**src/rtl/multicycle_seq.sv**
```systemverilog
//------------------------------------------------------------------------------
// multicycle_seq
//
// Multicycle instruction sequencer for the 32-bit single-issue core. It fetches
// an instruction word over a req/ack handshake and latches it into IR. It then
// steps the shared ALU, operand/writeback muxes, register file and data memory
// through FETCH/DECODE/EXEC/MEM/WB. It also owns the program counter.
//
// Optional feature macro: INSTR_COUNT_EN
//    defined   -> o_retired_cnt counts retired instructions (wraps at 2^32)
//    undefined -> no counter logic, o_retired_cnt tied to 0
//
// Ports
//    i_clk          rising-edge clock
//    i_rst_n        asynchronous active-low reset
//    i_start        begin execution from pc=0 (sampled only in IDLE)
//    o_imem_req     instruction fetch request
//    o_imem_addr    instruction address (= pc)
//    i_imem_ack     instruction word valid on i_instr this cycle
//    i_instr        instruction word
//    o_dmem_req     data memory access request
//    i_dmem_ack     data access complete
//    o_rs/o_rd/o_rt register fields from IR (rt is 0 for I-type)
//    o_imm          sign-extended immediate
//    o_alu_op_sel   ALU function (funct field)
//    o_mux_sel1     ALU B source: 0=rt register, 1=imm
//    o_mux_sel2     writeback source: 0=ALU, 1=data memory
//    o_we1          register file write enable (registered)
//    o_we2          data memory write enable (registered)
//    o_busy         high in any state except IDLE and HALT
//    o_halted       high in HALT
//    o_retired_cnt  retired-instruction count
//
// State table
//    state    | meaning
//    IDLE     | waiting for i_start, pc held at 0
//    FETCH    | o_imem_req high until i_imem_ack, IR loaded on ack
//    DECODE   | one cycle, IR fields and selects valid
//    EXEC     | one cycle, dispatch on instruction class
//    MEM      | o_dmem_req high until i_dmem_ack (o_we2 held for STORE)
//    WB       | o_we1 high for one cycle, pc advances
//    HALT     | terminal, only i_rst_n leaves it
//------------------------------------------------------------------------------
module multicycle_seq #(
   parameter int ADDR_W = 8
) (
   input  logic              i_clk,
   input  logic              i_rst_n,
   input  logic              i_start,
   output logic              o_imem_req,
   output logic [ADDR_W-1:0] o_imem_addr,
   input  logic              i_imem_ack,
   input  logic [31:0]       i_instr,
   output logic              o_dmem_req,
   input  logic              i_dmem_ack,
   output logic [5:0]        o_rs,
   output logic [5:0]        o_rd,
   output logic [5:0]        o_rt,
   output logic [31:0]       o_imm,
   output logic [3:0]        o_alu_op_sel,
   output logic              o_mux_sel1,
   output logic              o_mux_sel2,
   output logic              o_we1,
   output logic              o_we2,
   output logic              o_busy,
   output logic              o_halted,
   output logic [31:0]       o_retired_cnt
);

   typedef enum logic [2:0] {
      S_IDLE   = 3'd0,
      S_FETCH  = 3'd1,
      S_DECODE = 3'd2,
      S_EXEC   = 3'd3,
      S_MEM    = 3'd4,
      S_WB     = 3'd5,
      S_HALT   = 3'd6
   } state_t;

   localparam logic [3:0] FUNCT_HALT  = 4'hF;
   localparam logic [3:0] FUNCT_LOAD  = 4'hD;
   localparam logic [3:0] FUNCT_STORE = 4'hE;

   state_t            r_state;
   logic [ADDR_W-1:0] r_pc;
   logic [31:0]       r_ir;
   logic              r_imem_req;
   logic              r_dmem_req;
   logic              r_we1;
   logic              r_we2;
   logic              r_busy;
   logic              r_halted;

   // Decode works purely from IR so the datapath never sees a live,
   // possibly changing, instruction bus.
   logic       w_itype;
   logic [3:0] w_funct;
   logic       w_is_halt;
   logic       w_is_load;
   logic       w_is_store;

   assign w_itype    = r_ir[0];
   assign w_funct    = r_ir[16:13];
   assign w_is_halt  = !w_itype && (w_funct == FUNCT_HALT);
   assign w_is_load  =  w_itype && (w_funct == FUNCT_LOAD);
   assign w_is_store =  w_itype && (w_funct == FUNCT_STORE);

   assign o_rs         = r_ir[6:1];
   assign o_rd         = r_ir[12:7];
   assign o_rt         = w_itype ? 6'd0 : r_ir[22:17];
   assign o_imm        = w_itype ? {{17{r_ir[31]}}, r_ir[31:17]}
                                 : {{23{r_ir[31]}}, r_ir[31:23]};
   assign o_alu_op_sel = w_funct;
   assign o_mux_sel1   = w_itype;
   assign o_mux_sel2   = w_is_load;

   assign o_imem_req  = r_imem_req;
   assign o_imem_addr = r_pc;
   assign o_dmem_req  = r_dmem_req;
   assign o_we1       = r_we1;
   assign o_we2       = r_we2;
   assign o_busy      = r_busy;
   assign o_halted    = r_halted;

   // All handshake and write-enable outputs are set on the transition into
   // the state that owns them, so they are flop outputs aligned with r_state.
   always_ff @(posedge i_clk or negedge i_rst_n) begin
      if (!i_rst_n) begin
         r_state    <= S_IDLE;
         r_pc       <= '0;
         r_ir       <= '0;
         r_imem_req <= 1'b0;
         r_dmem_req <= 1'b0;
         r_we1      <= 1'b0;
         r_we2      <= 1'b0;
         r_busy     <= 1'b0;
         r_halted   <= 1'b0;
      end else begin
         case (r_state)
            S_IDLE: begin
               if (i_start) begin
                  r_state    <= S_FETCH;
                  r_pc       <= '0;
                  r_imem_req <= 1'b1;
                  r_busy     <= 1'b1;
               end
            end

            S_FETCH: begin
               if (i_imem_ack) begin
                  r_ir       <= i_instr;
                  r_imem_req <= 1'b0;
                  r_state    <= S_DECODE;
               end
            end

            S_DECODE: begin
               r_state <= S_EXEC;
            end

            S_EXEC: begin
               if (w_is_halt) begin
                  r_state  <= S_HALT;
                  r_busy   <= 1'b0;
                  r_halted <= 1'b1;
               end else if (w_is_load || w_is_store) begin
                  r_state    <= S_MEM;
                  r_dmem_req <= 1'b1;
                  r_we2      <= w_is_store;
               end else begin
                  r_state <= S_WB;
                  r_we1   <= 1'b1;
               end
            end

            S_MEM: begin
               if (i_dmem_ack) begin
                  r_dmem_req <= 1'b0;
                  r_we2      <= 1'b0;
                  if (w_is_store) begin
                     // STORE retires straight from MEM, no writeback cycle.
                     r_state    <= S_FETCH;
                     r_pc       <= r_pc + 1'b1;
                     r_imem_req <= 1'b1;
                  end else begin
                     r_state <= S_WB;
                     r_we1   <= 1'b1;
                  end
               end
            end

            S_WB: begin
               r_we1      <= 1'b0;
               r_pc       <= r_pc + 1'b1;
               r_state    <= S_FETCH;
               r_imem_req <= 1'b1;
            end

            S_HALT: begin
               r_state <= S_HALT;
            end

            default: begin
               r_state    <= S_IDLE;
               r_imem_req <= 1'b0;
               r_dmem_req <= 1'b0;
               r_we1      <= 1'b0;
               r_we2      <= 1'b0;
               r_busy     <= 1'b0;
               r_halted   <= 1'b0;
            end
         endcase
      end
   end

`ifdef INSTR_COUNT_EN
   logic        w_retire;
   logic [31:0] r_retired_cnt;

   // Retirement points: leaving WB, STORE completing in MEM, entering HALT.
   assign w_retire = (r_state == S_WB)
                  || ((r_state == S_MEM) && w_is_store && i_dmem_ack)
                  || ((r_state == S_EXEC) && w_is_halt);

   always_ff @(posedge i_clk or negedge i_rst_n) begin
      if (!i_rst_n) begin
         r_retired_cnt <= '0;
      end else if (w_retire) begin
         r_retired_cnt <= r_retired_cnt + 32'd1;
      end
   end

   assign o_retired_cnt = r_retired_cnt;
`else
   assign o_retired_cnt = '0;
`endif

endmodule
```
**config.mk**
```make
export PLATFORM = sky130hd
export DESIGN_NAME = multicycle_seq
export DESIGN_NICKNAME = d
export VERILOG_FILES = /design/src/rtl/multicycle_seq.sv
export SDC_FILE = /design/constraint.sdc
export NUM_CORES = 1
export LEC_CHECK = 0
export BUFFER_PORTS_ARGS = -buffer_cell sky130_fd_sc_hd__clkbuf_2
export CAP_MARGIN = 20
export CORE_ASPECT_RATIO = 1.4
export CORE_MARGIN = 10
export CORE_UTILIZATION = 30
export CTS_BUF_LIST = sky130_fd_sc_hd__clkbuf_16
export CTS_CLUSTER_DIAMETER = 120
export CTS_CLUSTER_SIZE = 28
export DETAILED_ROUTE_END_ITERATION = 8
export PLACE_DENSITY = 0.52
export SLEW_MARGIN = 5
export SYNTH_ARGS = -nofsm -noshare
export SYNTH_HDL_FRONTEND = slang
export SYNTH_SLANG_ARGS = --single-unit
```
**constraint.sdc**
```tcl
create_clock -name i_clk -period 4.4 [get_ports i_clk]
set_input_delay 0.66 -clock i_clk [delete_from_list [all_inputs] [get_ports i_clk]]
set_output_delay 0.66 -clock i_clk [all_outputs]
set_load 0.03 [all_outputs]
```
==> run metrics <==
DP HPWL=5510 um; post-CTS setup buffers=0; post-synthesis compound-gate area fraction=8.52%; largest net degree at the start of global routing=50; crit path DAT=1920 ps; total CTS buffers=5; Crit Path Max Fanout=29; DP Area=0.00320 mm2; top cell type's share of synthesized area=41.7%; Die Ht=137 um; share of layout cells above drive strength 1=47.1%; routed len/inst=15.1 um; Req. time, crit path=3740 ps; commonest non-fill, non-tap cells in the layout=clkbuf_2, dfrtp_1, mux2_2, conb_1, nand2_1; final cell count without fillers=478; Final Power=3.04 mW; Final setup viols=0; vias in the first global route=2246; Area Growth Syn to Fin=14.6%; crit path cell chain=and3_1 -> and3_2 -> clkbuf_2; final instance area=0.00337 mm2; clock buffer depth=2; first-pass GRT wire length=11600 um; total track usage=9.92%; Pwr Density=904 mW/mm2; CP max stage cell=dfrtp_1; die width=104 um; GRT overflow=0; Sink Count=49; max cap viols=0; Fin. Hold Viols=0; average vias per placed instance=4.31; CTS tree=done; GP Congestion=0.735; Synth Area in Simple Gates=11.5%; minimum clock period=2580 ps; worst vdd ir=451 uV; type of origin of the critical path=register; Critical Path Sink Type=primary output; 1st-iter DRT viols=104; RSZ-0062 raised after global routing=no; Post-Place Setup Slack=2080 ps; Synth Register Bits=49; Least-Margin Pin Slew=946 ps; DR DRC count=0; DR vias=2060; Final TNS setup=0 ps; Detail Route Antenna Nets=0; initial antenna violation count=0; core area=0.00951 mm2; Leakage=1.65 nW; area share of xor/xnor cells in the synthesized design=0.596%; Post-Route WL=7200 um; clk_lat worst skew=290 ps; Synth area leader=dfrtp_1; Synth Instances=279; number of I/O pins=139; row count=42; Async S/R FF share, synth=100%; clk_skew=4.19 ps; sequential share of the synthesized area=41.7%; post-synth cell types=46; Slew Limit Headroom=36.9%; cells taking the most area after synthesis=dfrtp_1, buf_4, mux2_2, nand2_1, nand2b_1; Avg Synthesized Cell Area=10.5 um2; layout net count=383; n_diodes=0; count of pins over their slew limit=0; htree depth=2; Port Buffers=106; status=complete, no violations; PnR worst setup slack=1820 ps; Max Clk Rate=388 MHz; Largest delay share family, worst path=flip-flops; Yosys warnings=0; post-synthesis mux area share=17.7%; root buf cell=clkbuf_16; starting density of the core=30.9%; largest family of logic cells by synthesized area=buffers and inverters; final worst-path cycle share=58.5%; top_reg_cell synth=dfrtp_1; Syn Std Cell Area=0.00294 mm2; Post-synth EDFFs=0; critical path's largest stage delay=960 ps; CP Buf/Inv Count=1; adder-cell share of the synthesized area=0.426%; die area=0.0142 mm2; CP Class=reg2out; Clk pin slew, worst setup/hold paths=70 ps; Initial DRT Pass Iterations=4; Resized cells post-CTS=0; placed insts=470; min-delay worst type=in2async; commonest non-fill, non-tap cell in the layout=clkbuf_2; cts hold-fix bufs=0
## cells by family (layout without fill, tap and decap cells)
group,Yosys count,count (layout)
flip-flops,49,49
AND/OR/NAND/NOR,66,66
buffers and inverters,82,118
other,1,32
adder cells (fa/ha/maj),1,1
multiplexers,47,47
AO/OA/AOI/OAI,31,31
XOR/XNOR,2,2
## path summary, 6_finish.rpt
kind / from / end / slack (ps) / cells after the start
min: i_rst_n / r_ir[12]$_DFFE_PN0P_ / 470 / 2
max in group asynchronous: i_rst_n / o_imem_addr[7]$_DFFE_PN0P_ / 3490 / 2
max: r_ir[0]$_DFFE_PN0P_ / o_mux_sel2 / 1820 / 3
max reg2reg: r_ir[0]$_DFFE_PN0P_ / o_imem_addr[7]$_DFFE_PN0P_ / 2070 / 4
min in group i_clk: o_busy$_DFFE_PN0P_ / o_busy$_DFFE_PN0P_ / 490 / 1
min reg2reg: o_busy$_DFFE_PN0P_ / o_busy$_DFFE_PN0P_ / 490 / 1
## final cells by class
cell class              count  area [um2]
clock buffers               5         125
clock inverters             3        37.5
fillers                   972        6150
inverters                   2        7.51
multi-input cells         179        1260
flip-flops and latches     49        1230
well taps                 132         165
repair buffers            108         546
## Yosys cell counts (3+ instances only)
cell and count:
o31ai_1 3, nand4_1 3, clkbuf_1 7, a211oi_1 5, mux2_2 40, nand2_1 26
buf_2 5, dfrtp_1 49, buf_4 66, nor2_1 6, nor2b_1 6, mux2i_1 7
nand2b_1 12, a31oi_1 3, a21oi_1 5
## sequential cells by signal, summed over array words and instances (netlist names)
signal and count:
r_ir 32, o_imem_addr 8, r_state 3, o_busy 1, o_dmem_req 1, o_halted 1
o_imem_req 1, o_we1 1, o_we2 1
## per-stage QoR
stage / hold slack [ps] / util [%]
3_3_place_gp: 475 / 33.7
5_1_grt: 523 / 35.4
4_1_cts: 495 / 35.4
2_1_floorplan: 364 / -
6_report: 471 / 35.4
3_5_place_dp: 479 / 33.7
## routing by layer
layer,GRT usage [%],vias to the layer above,part of all wire (%)
met5,0,-,0
met3,4.66,5,11
met2,17.4,92,49
met1,10.1,977,38
li1,-,986,-
met4,3.77,0,1.4
## report_power, final
group	leakage, nW	switching [mW]	internal [mW]
Clock	0.0826	0.170	0.265
Combinational	0.974	1.12	0.573
Sequential	0.597	0.262	0.654
Power figures use the tool's default switching activity.
